### src/rtl/dmem_arb_pkg.sv
// -----------------------------------------------------------------------------
// dmem_arb_pkg
// Shared definitions for the two-requester data-memory arbiter:
//   - arb_state_e : arbiter FSM states (IDLE, OWN0, OWN1)
//   - CPU / DBG   : requester indices into the req/we/lock/gnt/rvalid vectors
//   - MODE_W      : width of the funct3-style access mode field
//   - own_state() : maps a requester index to its ownership state
// -----------------------------------------------------------------------------
package dmem_arb_pkg;

  typedef enum logic [1:0] {
    IDLE = 2'd0,
    OWN0 = 2'd1,
    OWN1 = 2'd2
  } arb_state_e;

  localparam int CPU    = 0;
  localparam int DBG    = 1;
  localparam int MODE_W = 3;

  function automatic arb_state_e own_state(input logic idx);
    return idx ? OWN1 : OWN0;
  endfunction

endpackage

### src/rtl/rr_pick.sv
// -----------------------------------------------------------------------------
// rr_pick
// Two-way round-robin winner selection (purely combinational).
// Ports:
//   req    in  [1:0] request vector (bit 0 = CPU, bit 1 = debug/loader)
//   last   in        index of the most recently granted requester
//   winner out       index of the chosen requester (meaningful when any=1)
//   any    out       at least one request is pending
// -----------------------------------------------------------------------------
module rr_pick (
  input  logic [1:0] req,
  input  logic       last,
  output logic       winner,
  output logic       any
);

  always_comb begin
    any = |req;
    // On conflict the requester that did not go last wins; otherwise the
    // single active requester wins (bit 1 decides the index directly).
    if (req == 2'b11) begin
      winner = ~last;
    end else begin
      winner = req[1];
    end
  end

endmodule

### src/rtl/dmem_arbiter.sv
// -----------------------------------------------------------------------------
// dmem_arbiter
// Round-robin arbiter giving a CPU (port 0) and a debug/loader (port 1) shared
// access to a single data-memory port. The access executes combinationally in
// the grant cycle; reads are captured into rdata at the end of that cycle and
// flagged by rvalid on the following cycle.
//
// Optional feature macro: DMEM_ARB_LOCK_EN
//   defined   : lock[x] holds ownership for up to MAX_BURST consecutive beats
//   undefined : lock ignored, every grant lasts one cycle then re-arbitrates
//
// Ports:
//   clk, rst                 clock, synchronous active-high reset
//   req/we/lock   [1:0]      per-requester request, write enable, burst hold
//   addr/wdata    [2*WIDTH]  per-requester address / store data (port x at x*WIDTH)
//   mode          [2*3]      per-requester access mode (funct3)
//   gnt           [1:0]      one-hot grant (registered)
//   rvalid        [1:0]      read data valid for that requester
//   rdata         [WIDTH]    registered read data, shared
//   mem_we/addr/wdata/mode   shared data-memory request
//   mem_rdata     [WIDTH]    combinational read data from memory
// -----------------------------------------------------------------------------
module dmem_arbiter
  import dmem_arb_pkg::*;
#(
  parameter int WIDTH     = 32,
  parameter int MAX_BURST = 4
) (
  input  logic                  clk,
  input  logic                  rst,
  input  logic [1:0]            req,
  input  logic [1:0]            we,
  input  logic [2*WIDTH-1:0]    addr,
  input  logic [2*WIDTH-1:0]    wdata,
  input  logic [2*MODE_W-1:0]   mode,
  input  logic [1:0]            lock,
  output logic [1:0]            gnt,
  output logic [1:0]            rvalid,
  output logic [WIDTH-1:0]      rdata,
  output logic                  mem_we,
  output logic [WIDTH-1:0]      mem_addr,
  output logic [WIDTH-1:0]      mem_wdata,
  output logic [MODE_W-1:0]     mem_mode,
  input  logic [WIDTH-1:0]      mem_rdata
);

  arb_state_e       state_q, state_d;
  logic             last_q, last_d;
  logic [1:0]       gnt_q, gnt_d;
  logic [1:0]       rvalid_q, rvalid_d;
  logic [WIDTH-1:0] rdata_q, rdata_d;

  logic owning;      // currently in OWN0 or OWN1
  logic owner;       // index of the current owner (valid when owning)
  logic active;      // owner is still requesting this cycle
  logic hold;        // burst keeps the current owner without re-arbitration
  logic pick_last;
  logic pick_winner;
  logic pick_any;

  assign owning = (state_q != IDLE);
  assign owner  = (state_q == OWN1);
  assign active = owning && req[owner];

  // While owning, the current owner counts as "last" so the exit decision
  // already favours the other requester.
  assign pick_last = owning ? owner : last_q;

  rr_pick u_rr_pick (
    .req    (req),
    .last   (pick_last),
    .winner (pick_winner),
    .any    (pick_any)
  );

`ifdef DMEM_ARB_LOCK_EN
  localparam int BEAT_W = (MAX_BURST > 1) ? $clog2(MAX_BURST) : 1;
  localparam logic [BEAT_W-1:0] BEAT_LAST = BEAT_W'(MAX_BURST - 1);

  logic [BEAT_W-1:0] beat_cnt_q, beat_cnt_d;

  assign hold = active && lock[owner] && (beat_cnt_q < BEAT_LAST);

  // Any cycle that does not extend the burst is a re-arbitration point,
  // so the counter restarts there and never wraps.
  always_comb begin
    beat_cnt_d = hold ? beat_cnt_q + 1'b1 : '0;
  end

  always_ff @(posedge clk) begin
    if (rst) begin
      beat_cnt_q <= '0;
    end else begin
      beat_cnt_q <= beat_cnt_d;
    end
  end
`else
  logic unused_lock;
  localparam int unused_max_burst = MAX_BURST;

  assign unused_lock = ^lock;
  assign hold        = 1'b0;
`endif

  always_comb begin
    state_d  = state_q;
    last_d   = last_q;
    rvalid_d = '0;
    rdata_d  = rdata_q;

    if (!hold) begin
      if (owning) begin
        last_d = owner;
      end
      state_d = pick_any ? own_state(pick_winner) : IDLE;
    end

    // A read issued this cycle is reported on the next one.
    if (active && !we[owner]) begin
      rvalid_d[owner] = 1'b1;
      rdata_d         = mem_rdata;
    end

    gnt_d      = '0;
    gnt_d[CPU] = (state_d == OWN0);
    gnt_d[DBG] = (state_d == OWN1);
  end

  always_ff @(posedge clk) begin
    if (rst) begin
      state_q  <= IDLE;
      last_q   <= 1'(DBG);
      gnt_q    <= '0;
      rvalid_q <= '0;
      rdata_q  <= '0;
    end else begin
      state_q  <= state_d;
      last_q   <= last_d;
      gnt_q    <= gnt_d;
      rvalid_q <= rvalid_d;
      rdata_q  <= rdata_d;
    end
  end

  // Shared memory port is steered from the owner; reset blocks writes at once.
  always_comb begin
    mem_we    = active && we[owner] && !rst;
    mem_addr  = '0;
    mem_wdata = '0;
    mem_mode  = '0;
    if (owning) begin
      mem_addr  = owner ? addr[2*WIDTH-1:WIDTH]   : addr[WIDTH-1:0];
      mem_wdata = owner ? wdata[2*WIDTH-1:WIDTH]  : wdata[WIDTH-1:0];
      mem_mode  = owner ? mode[2*MODE_W-1:MODE_W] : mode[MODE_W-1:0];
    end
  end

  assign gnt    = gnt_q;
  assign rvalid = rvalid_q;
  assign rdata  = rdata_q;

endmodule

### config.mk
export PLATFORM = sky130hd
export DESIGN_NAME = dmem_arbiter
export DESIGN_NICKNAME = d
export VERILOG_FILES = /design/src/rtl/dmem_arb_pkg.sv /design/src/rtl/rr_pick.sv /design/src/rtl/dmem_arbiter.sv
export SDC_FILE = /design/constraint.sdc
export NUM_CORES = 1
export LEC_CHECK = 0
export ABC_AREA = 1
export CAP_MARGIN = 20
export CORE_AREA = 2 2 109 111
export DETAILED_ROUTE_END_ITERATION = 12
export DIE_AREA = 0 0 111 113
export PLACE_DENSITY_LB_ADDON = 0.25
export SETUP_SLACK_MARGIN = 0.15
export SLEW_MARGIN = 20
export SYNTH_ARGS = -nofsm -noshare
export SYNTH_HDL_FRONTEND = slang
export SYNTH_SLANG_ARGS = --single-unit
export TNS_END_PERCENT = 1
### constraint.sdc
create_clock -name clk -period 2 [get_ports clk]
set_input_delay 0.4 -clock clk [delete_from_list [all_inputs] [get_ports clk]]
set_output_delay 0.4 -clock clk [all_outputs]
set_load 0.01 [all_outputs]
## After elaboration in Yosys (flattened, before gate mapping)

Index checks and enable logic that the tools add are counted.
W data, S select, Z words.

- Bits of input ports: 174
- Logic and storage cells: 39
- Flip-flop bits (word level): 39
- Output and inout bits: 104

- Mux-type cells: 16
- Bitwise gates (word level): 2
- $lt $le $gt $ge: 2
- Reductions and logical operators: 10
- Eq/ne operators: 4

Operators by type and width:

| kind | number |
|---|---|
| $mux W32 | 4 |
| $mux W1 | 7 |
| $eq A2 B2 Y1 const B | 3 |
| $mux W3 | 2 |
| $logic_and A1 B1 Y1 | 5 |
| $mux W2 | 2 |
| $reduce_or A2 Y1 | 2 |
| $eq A2 B1 Y1 const B | 1 |
| $logic_not A1 Y1 | 2 |
| $lt A1 B2 Y1 const B | 1 |
| $not A1 Y1 | 2 |
| $reduce_bool A2 Y1 | 1 |
| $demux W1 S1 | 1 |
| $ge A1 B1 Y1 const B | 1 |

## Longest topological paths before layout

Gate-level depths: netlist (run 1).

- Depth in word-level cells: 7
- Depth in mapped cells: 10
- Mapped depth without buffers: 7

## Cells and area by module

A second synthesis (run 1) with hierarchy kept.

- Cell total of the unflattened synthesis: 323
- Area, all modules: 2333.5 um^2

Modules (own cells, without submodules):

| module | times used | cells an instance | seq. area each (um^2) | area each (um^2) |
|---|---|---|---|---|
| dmem_arbiter | 1 | 320 | 740.7 | 2318.5 |
| rr_pick | 1 | 3 | 0.0 | 15.0 |

## Least setup slack after synthesis (run 1)

No wires, ideal clock.

- Path kind: reg2out
- From: register state_q[0]
- To: output mem_addr[0]
- Data required time: 1600 ps
- Path buffers: 3
- Slack: 427 ps
- Arrival time: 1173 ps
- Stages on the path, launching flop included: 8
- Path through: dfxtp_1 > buf_6 > inv_6 > nand2_4 > inv_2 > buf_4 > buf_2 > a22o_1

- Word-level cells in the longest chain between the ends: 3
- Elaborated cells on any way between the ends: 4
- Those cells by class: 1 x eq/ne; 2 x mux; 1 x reduce/logical

RTL lines:

| item | RTL line | source |
|---|---|---|
| start, declared | dmem_arbiter.sv:47 | `arb_state_e state_q, state_d;` |
| start signal, assigned | dmem_arbiter.sv:137 | `state_q <= state_d;` |
| $eq A2 B2 Y1 | dmem_arbiter.sv:62 | `assign owner = (state_q == OWN1);` |
| $mux W32 | dmem_arbiter.sv:152 | `mem_addr = owner ? addr[2*WIDTH-1:WIDTH] : addr[WIDTH-1:0];` |
| $mux W32 (*) | dmem_arbiter.sv:151 | `if (owning) begin` |
| end, declared | dmem_arbiter.sv:41 | `output logic [WIDTH-1:0] mem_addr,` |

Every way passes the cells marked *; elsewhere a longest branch is shown, timed or not.

## Worst setup path in the final report (run 1)

- From: register state_q[0]
- To: output mem_addr[2]

Same word-level chain as after synthesis.

==> flow_summary.toml, run 1 <==
[synth]
yosysUniqueCellTypes = 23
synth_warnings = 0
syn_area_mm2 = 0.00248
synth_mux_area_share_pct = 0
synth_area_leaders = "dfxtp_1 30%, a22o_1 24%, nand2_1 5.6%, inv_1 5.3%, a21oi_1 4.6%"
synth_ff_type = "dfxtp_1"
synth-compound-area-share_pct = 32.2
synth_xor_xnor_area_share_pct = 0
syn_inst = 319
synth_top_family_by_area = "compound AO/OA/AOI/OAI gates"
yosys.area_share.adder_pct = 0
syn_avg_cell_area_um2 = 7.77
synth.top_cell.area_share_pct = 29.9
synth_nets = 493
synthSimpleGateAreaFrac_pct = 22.6
yosysTopAreaCell = "dfxtp_1"
synthArstFlopShare_pct = 0
synth-edff-count = 0
ys_seq_area_share_pct = 29.9
ys_seq_elements = 37

[clock_tree]
cts_tree = "built"
cts_setup_buffers = 0
cts_buffers = 5
cts-root-buf = "clkbuf_16"
worstSkewPairLatency_ns = 0.28
cts_sinks = 37
clk_path_buf_depth = 2
htree_levels = 2
path_clk_slew_ns = 0.05

[worst_hold_path]
worstHoldStart = "rdata[26]$_SDFFE_PP0P_"
min_path_type = "reg -> reg"
min_path_cells = 2
hold_end = "rdata[26]$_SDFFE_PP0P_"

[timing]
period_share_pct = 92.5
timing.fmax_mhz = 541
rsz0062_at_grt = "yes"
worst_pin_slew_ns = 0.751
min_period_ns = 1.85
report.final.slew_viol_count = 0
relSlewSlack_pct = 49.9
hold_slack_ns = 0.477
fin_skew_ns = 0.00529
finalHoldViolCount = 0
fin_ws_ns = 0.150
setup_violations = 0

[global_routing]
grt_max_degree = 66
grt_pass1_vias = 3207
grt_pass1_wl_um = 18300
gr-usage-met2_pct = 34.4
grt_usage_pct = 18.5
use_met1_pct = 20.2
antenna_found_initial = 1
grt_overflow = 0
grt_util_met3_pct = 6.27
grt_busiest_layer = "met2"

[final_layout]
diodes = 0
nNetsFinal = 765
nFillCells = 1117
final_cell_mix = "206 x clkdlybuf4s50_1, 63 x a22o_1, 42 x buf_2, 36 x nand2_1"
areaGrowthSynthToFinish_pct = 122
layout_commonest_cell = "clkdlybuf4s50_1"
drive_gt1_share_pct = 21.5
finalInstanceArea_mm2 = 0.00550

[floorplanning]
fp-row-count = 39
fp.dieH_um = 113
io_pins = 278
die_area_mm2 = 0.0125
fp.dieW_um = 111
start_util_pct = 22.0
core_area_mm2 = 0.0113

[detailed_routing]
routedWlPerCell_um = 16.6
routed_wl_um = 12200
vias = 3298
drc = 0
ant_nets = 0
avgViaCountPerCell = 4.49
drt_iter0_markers = 151
drt_first_pass_iters = 4

[setup_path]
arrival_ns = 1.45
rr_endpoint = "rvalid[1]$_SDFF_PP0_"
worstPathRequired_ns = 1.60
crit_type = "reg -> out"
r2r_setup_slack_ns = 0.31
endpoint_kind = "output port"
worstSetupStartpointType = "register"
worst-path-max-fanout = 18
r2r_start = "state_q[0]$_SDFF_PP0_"
rr_worst_depth = 6

[power]
leakage_nw = 2.39
ir_worst_vdd_mv = 0.524
p_per_area_mw_per_mm2 = 504

[status]
outcome = "completed"

[placement]
pre_cts_slack_ns = -0.137
place.gp.congestion = 0.859
dp_hpwl_um = 9700
portBuffers = 275
placed_area_mm2 = 0.00535

[run]
maxCapViolCount = 0
[synth_stat cells, types with 2 or more instances]
cell,n
clkbuf_1,4
dfxtp_1,37
a21oi_1,23
buf_2,16
a22o_1,67
nor2_1,24
nand3_1,23
buf_6,6
buf_4,3
nand2_1,37
o21ai_0,2
a21oi_2,9
nor3_2,2
nand3_2,11
nor2_2,10
inv_1,35
buf_8,3
nand2_2,2
[layer usage]
metal / part of all wire [%] / wire length (µm) / vias to the layer above
met3: 8.5 / 1040 / 16
met5: 0.11 / 13 / -
met2: 52 / 6360 / 145
li1: - / - / 1647
met1: 38 / 4580 / 1488
met4: 1.8 / 223 / 2
[worst max path at each step]
stage / from / depth (start not counted) / slack (ns) / end
after floorplan: state_q[0]$_SDFF_PP0_ / 7 / 0.43 / mem_addr[0]
after global placement: req[0] / 6 / -0.17 / mem_we
after global routing: req[0] / 7 / 0.07 / rdata[10]$_SDFFE_PP0P_
after detailed placement: req[1] / 6 / -0.14 / mem_we
after CTS: state_q[0]$_SDFF_PP0_ / 6 / 0.03 / mem_addr[31]
final: state_q[0]$_SDFF_PP0_ / 6 / 0.15 / mem_addr[2]
[repair_timing]
item | 4_1_cts | 5_1_grt
endpoints found under the setup margin | 92 | 82
pin swaps | 7 | 2
hold buffers | 0 | 0
resized for setup | 257 | 6
cloned | 3 | 0
[stage by stage]
stage | total power [W] | std cells | utilization (%) | setup TNS [ns]
2_1_floorplan | 0.00123 | 319 | - | 0
3_3_place_gp | 0.00188 | 724 | 47.5 | -1.66
3_5_place_dp | 0.00189 | 724 | 47.5 | -2.30
4_1_cts | 0.00281 | 735 | 48.7 | 0
5_1_grt | 0.00292 | 735 | 48.8 | 0
6_report | 0.00277 | 735 | 48.8 | 0
[where the power goes]
group          internal (W)  switching (W)  leakage, nW
logic              0.000629       0.000422         2.00
clock network      0.000623       0.000296       0.0841
registers          0.000777      0.0000239        0.303
[sequential cells by signal, summed over array words and instances, names as in the netlist]
| register | count |
|---|---|
| rvalid | 2 |
| state_q | 2 |
| last_q | 1 |
| rdata | 32 |
[cell families after synthesis]
group / Yosys count
and+or+nand+nor: 110
buffers and inverters: 70
AOI/OAI and AO/OA: 102
DFF: 37
[final cells by class]
class,instances,area (µm²),share of cell area (%)
flip-flops and latches,37,746,13.6
clock inverters,1,30.0,0.546
clock buffers,7,143,2.59
inverters,38,155,2.82
repair buffers,297,2840,51.7
well taps,143,179,3.25
multi-input cells,212,1410,25.5
[worst max-delay path, stage by stage (launching register included)]
cell,delay [ns]
dfxtp_4,0.37
inv_6,0.08
nand2_8,0.06
inv_8,0.11
buf_12,0.16
a22o_1,0.16
clkdlybuf4s15_2,0.23
Power figures use the tool's default switching activity.
==> run 2, diff against run 1 <==
- PLACE_DENSITY: default -> 0.66
- PLACE_DENSITY_LB_ADDON: 0.25 -> default
- SLEW_MARGIN: 20 -> default
==> run 2 against run 1 <==
Cell count fell by 0.54%. Clock power shrank 11%. Flip-flop and latch count unchanged. Die area did not move. Total power decreased by 4.5%. Critical endpoint is now mem_mode[1]. Cell area down 0.55%. Highest routed layer is now met4. Clock skew shrank 0.0027 ns. Sequential power about the same. Combinational power about the same. Sequential share of layout area increased by 0.074 points. Hold slack about the same. Largest cell class unchanged. Maximum frequency fell by 0.61%.
==> flow_summary.toml, run 2 (synthesis results as in run 1) <==
[setup_path]
startpoint = "state_q[0]$_SDFF_PP0_"
arrival_ns = 1.46
worst-path-max-fanout = 19
worstPathRequired_ns = 1.60
r2r_start = "state_q[1]$_SDFF_PP0_"
endpoint_kind = "output port"
worstSetupStartpointType = "register"
crit_type = "reg -> out"

[floorplanning]
start_util_pct = 22.0
fp.dieH_um = 113
fp-row-count = 39
io_pins = 278
die_area_mm2 = 0.0125
core_area_mm2 = 0.0113
fp.dieW_um = 111

[detailed_routing]
drt_iter0_markers = 161
drc = 0
routed_wl_um = 12000
ant_nets = 0
routedWlPerCell_um = 16.5
avgViaCountPerCell = 4.55
drt_first_pass_iters = 4
vias = 3324

[power]
leakage_nw = 2.40
p_per_area_mw_per_mm2 = 484
ir_worst_vdd_mv = 0.274

[run]
maxCapViolCount = 0

[placement]
pre_cts_slack_ns = -0.142
portBuffers = 275
dp_hpwl_um = 9050
placed_area_mm2 = 0.00530
post-place-cells = 717
place.gp.congestion = 0.893

[final_layout]
diodes = 0
nNetsFinal = 761
ff_latch_area_um2 = 746
multi_input_area_mm2 = 0.00137
areaGrowthSynthToFinish_pct = 121
final_util_pct = 48.5
final_cell_mix = "206 x clkdlybuf4s50_1, 67 x a22o_1, 36 x nand2_1, 35 x inv_1, 35 x dfxtp_1"
finalInstanceArea_mm2 = 0.00547
layout_commonest_cell = "clkdlybuf4s50_1"
fin_cells = 731
drive_gt1_share_pct = 16.0
largest_reg_flops = 32
nFillCells = 1078

[clock_tree]
cts-root-buf = "clkbuf_16"
worstSkewPairLatency_ns = 0.27
path_clk_slew_ns = 0.06
cts_sinks = 37
clk_path_buf_depth = 2
cts_buffers = 5
cts-hold-fix-buffers = 0
htree_levels = 2
cts_tree = "built"

[worst_hold_path]
min_path_type = "reg -> reg"
worstHoldStart = "rdata[10]$_SDFFE_PP0P_"

[global_routing]
grt_pass1_vias = 3297
grt_overflow = 0
grt_usage_pct = 18.3
grt_pass1_wl_um = 18500
grt_max_degree = 66
antenna_found_initial = 0

[timing]
rsz0062_at_grt = "yes"
fin_skew_ns = 0.00256
setup_violations = 0
fin_ws_ns = 0.139
period_share_pct = 93.0
min_period_ns = 1.86
worst_pin_slew_ns = 0.736
timing.fmax_mhz = 537
report.final.slew_viol_count = 0
finalHoldViolCount = 0
hold_slack_ns = 0.478
relSlewSlack_pct = 51.0

[status]
outcome = "completed"
## run 2: cell count changes in the layout (fill, tap and decap cells not counted), sizes merged
cell / delta
buf: -45
dlygate4sd2: +26
clkbuf: +21
clkdlybuf4s15: -8
bufbuf: +2
bufinv: -1
clkinv: +1
## run 2: metrics by stage
step,TNS [ns],power [W]
finish,0,0.00265
global route,0,0.00279
CTS,-0.0349,0.00269
detailed placement,-2.89,0.00187
global placement,-1.87,0.00186
floorplan,0,0.00123
## run 2: timing repair
item                       4_1_cts  5_1_grt
setup endpoints to repair       69      103
cloned                           4        0
pin swaps                        0        0
resized for setup              104       56
setup buffers                    2        0
## run 2: worst paths after layout
| check | end | slack, ns | cells past startpoint |
|---|---|---|---|
| min | rdata[10]$_SDFFE_PP0P_ | 0.48 | 2 |
| max | mem_mode[1] | 0.14 | 4 |
| max reg2reg | rvalid[1]$_SDFF_PP0_ | 0.29 | 6 |
| min reg2reg | rdata[10]$_SDFFE_PP0P_ | 0.48 | 2 |
## run 2: area by class of cell
cell class,count,area share (%)
clock buffers,7,2.79
clock inverters,1,0.0915
inverters,38,2.84
multi-input cells,212,25.0
flip-flops and latches,37,13.6
well taps,143,3.27
repair buffers,293,52.3
## run 2: routing by layer
layer  wire length [µm]  vias to the layer above  global-route usage, %
met4                330                        0                   5.75
met3                749                       21                   3.96
met5                  0                        -                      0
met1               4550                     1520                   20.2
met2               6400                      148                   34.8
li1                   -                     1635                      -
## run 2: worst max-delay path, stage by stage, from the launching register on
cell and delay (ns):
dfxtp_4 0.36, buf_6 0.14, buf_8 0.15, a22o_1 0.24, dlygate4sd2_1 0.29
## run 2: power by group
part / switching [W] / internal, W
Clock: 0.000290 / 0.000527
Sequential: 0.0000238 / 0.000777
Combinational: 0.000407 / 0.000621
Total: 0.000720 / 0.00193
==> run 3, diff against run 2 <==
- clock period: 2 -> 1.9 ns (I/O delays scaled with it)
==> run 3 against run 2 <==
Sequential power is 5.1% higher. Clock skew down 0.00070 ns. Routed wire length up 0.95%. Non-clock buffer count up 4. Largest cell class unchanged. Highest routed layer unchanged. Cell count grew 0.41%. Core utilization up 0.055 points. First-iteration DRC count down 6.8%.
==> flow_summary.toml, run 3 (synthesis results as in run 1) <==
[status]
outcome = "completed"

[detailed_routing]
vias = 3394
drt_iter0_markers = 150
routedWlPerCell_um = 16.5
drt_first_pass_iters = 4
routed_wl_um = 12100
drc = 0
avgViaCountPerCell = 4.62
ant_nets = 0

[clock_tree]
cts-hold-fix-buffers = 0
cts_buffers = 5
clk_path_buf_depth = 2
htree_levels = 2
cts_tree = "built"
path_clk_slew_ns = 0.06
worstSkewPairLatency_ns = 0.27
cts-root-buf = "clkbuf_16"
cts_sinks = 37

[final_layout]
fin_cells = 734
areaGrowthSynthToFinish_pct = 121
diodes = 0
final_cell_mix = "206 x clkdlybuf4s50_1, 67 x a22o_1, 36 x nand2_1, 35 x inv_1, 35 x dfxtp_1"
drive_gt1_share_pct = 17.6
largest_reg_flops = 32
nNetsFinal = 765
finalInstanceArea_mm2 = 0.00548
final_util_pct = 48.6
layout_commonest_cell = "clkdlybuf4s50_1"

[global_routing]
grt_usage_pct = 18.3
grt_overflow = 0
grt_pass1_vias = 3272
grt_pass1_wl_um = 18400
grt_max_degree = 66
antenna_found_initial = 0

[timing]
period_share_pct = 96.0
relSlewSlack_pct = 51.2
rsz0062_at_grt = "yes"
setup_violations = 0
timing.fmax_mhz = 548
fin_ws_ns = 0.0763
min_period_ns = 1.82
finalHoldViolCount = 0
report.final.slew_viol_count = 0
worst_pin_slew_ns = 0.732
fin_skew_ns = 0.00185

[floorplanning]
core_area_mm2 = 0.0113
fp.dieH_um = 113
fp.dieW_um = 111
fp-row-count = 39
start_util_pct = 22.0
io_pins = 278
die_area_mm2 = 0.0125

[setup_path]
crit_slowest_cell = "dfxtp_4"
endpoint_kind = "output port"
r2r_start = "state_q[0]$_SDFF_PP0_"
cp.buffers_inverters = 3
worstPathRequired_ns = 1.52
crit_type = "reg -> out"
worst-path-max-fanout = 13
path_cells = "buf_8 -> bufbuf_16 -> a22o_1 -> buf_2"
rr_endpoint = "rdata[2]$_SDFFE_PP0P_"
max_stage_delay_ns = 0.36
crit_family = "buffers and inverters"
arrival_ns = 1.44
r2r_setup_slack_ns = 0.18
rr_worst_depth = 9
path_depth = 4
worstSetupStartpointType = "register"

[placement]
place.gp.congestion = 0.889
dp_hpwl_um = 9220
pre_cts_slack_ns = -0.217
placed_area_mm2 = 0.00535
portBuffers = 275
post-place-cells = 722

[worst_hold_path]
worstHoldStart = "rdata[1]$_SDFFE_PP0P_"
hold_end = "rdata[1]$_SDFFE_PP0P_"
min_path_type = "reg -> reg"
min_path_cells = 2

[power]
ir_worst_vdd_mv = 0.353
p_per_area_mw_per_mm2 = 520
leakage_nw = 2.44

[run]
maxCapViolCount = 0
==> run 3: cell types whose count changed in the layout (fill, tap and decap cells not counted) <==
cell,delta
clkbuf_2,-20
bufinv_16,+1
nand2_8,-1
buf_8,+1
buf_2,+28
nand2_4,+1
buf_4,+1
buf_12,+1
clkbuf_8,-2
clkdlybuf4s15_1,-7
==> run 3: how the worst max path moves through the flow <==
stage / from / to / slack [ns]
floorplan: state_q[0]$_SDFF_PP0_ / mem_addr[0] / 0.35
global route: state_q[0]$_SDFF_PP0_ / mem_addr[14] / 0.04
global placement: req[1] / mem_we / -0.22
finish: state_q[0]$_SDFF_PP0_ / mem_wdata[10] / 0.08
CTS: state_q[0]$_SDFF_PP0_ / mem_we / 0.04
detailed placement: req[1] / mem_we / -0.22
==> run 3: final cells by class <==
class	instances	area, µm²
flip-flops and latches	37	746
multi-input cells	212	1360
clock buffers	5	125
repair buffers	297	2880
inverters	38	155
clock inverters	2	35.0
well taps	143	179
fillers	1080	5800
==> run 3: repair_timing <==
item                       in CTS  in global routing
setup endpoints to repair      96                103
gates cloned                    4                  0
pin swaps                       0                  1
setup buffers                   1                  0
resized for setup             185                  9
==> run 3: routing by layer <==
metal | GRT usage, % | wire length [µm] | part of all wire [%]
met1 | 20.0 | 4500 | 37
met2 | 34.5 | 6510 | 54
met3 | 4.50 | 793 | 6.5
met4 | 6.08 | 339 | 2.8
met5 | 0 | 0 | 0
==> run 3: report_power, final <==
| group | total (W) | switching [W] | leakage (nW) | internal [W] |
|---|---|---|---|---|
| logic | 0.00109 | 0.000431 | 2.06 | 0.000659 |
| registers | 0.000842 | 0.0000244 | 0.303 | 0.000818 |
| clock network | 0.000917 | 0.000308 | 0.0797 | 0.000609 |
==> run 3: worst register-to-register path: cells and delay by family, from the launching register on <==
kind                   cells  cell delay [ns]
flip-flops                 1             0.37
buffers and inverters      3             0.73
AND/OR/NAND/NOR            6             0.52
==> run 3: per-stage QoR <==
stage / power, W / hold WS (ns) / TNS [ns]
2_1_floorplan: 0.00130 / 0.450 / 0
3_3_place_gp: 0.00197 / 0.462 / -4.91
3_5_place_dp: 0.00198 / 0.473 / -6.21
4_1_cts: 0.00289 / 0.485 / 0
5_1_grt: 0.00298 / 0.511 / 0
6_report: 0.00285 / 0.478 / 0
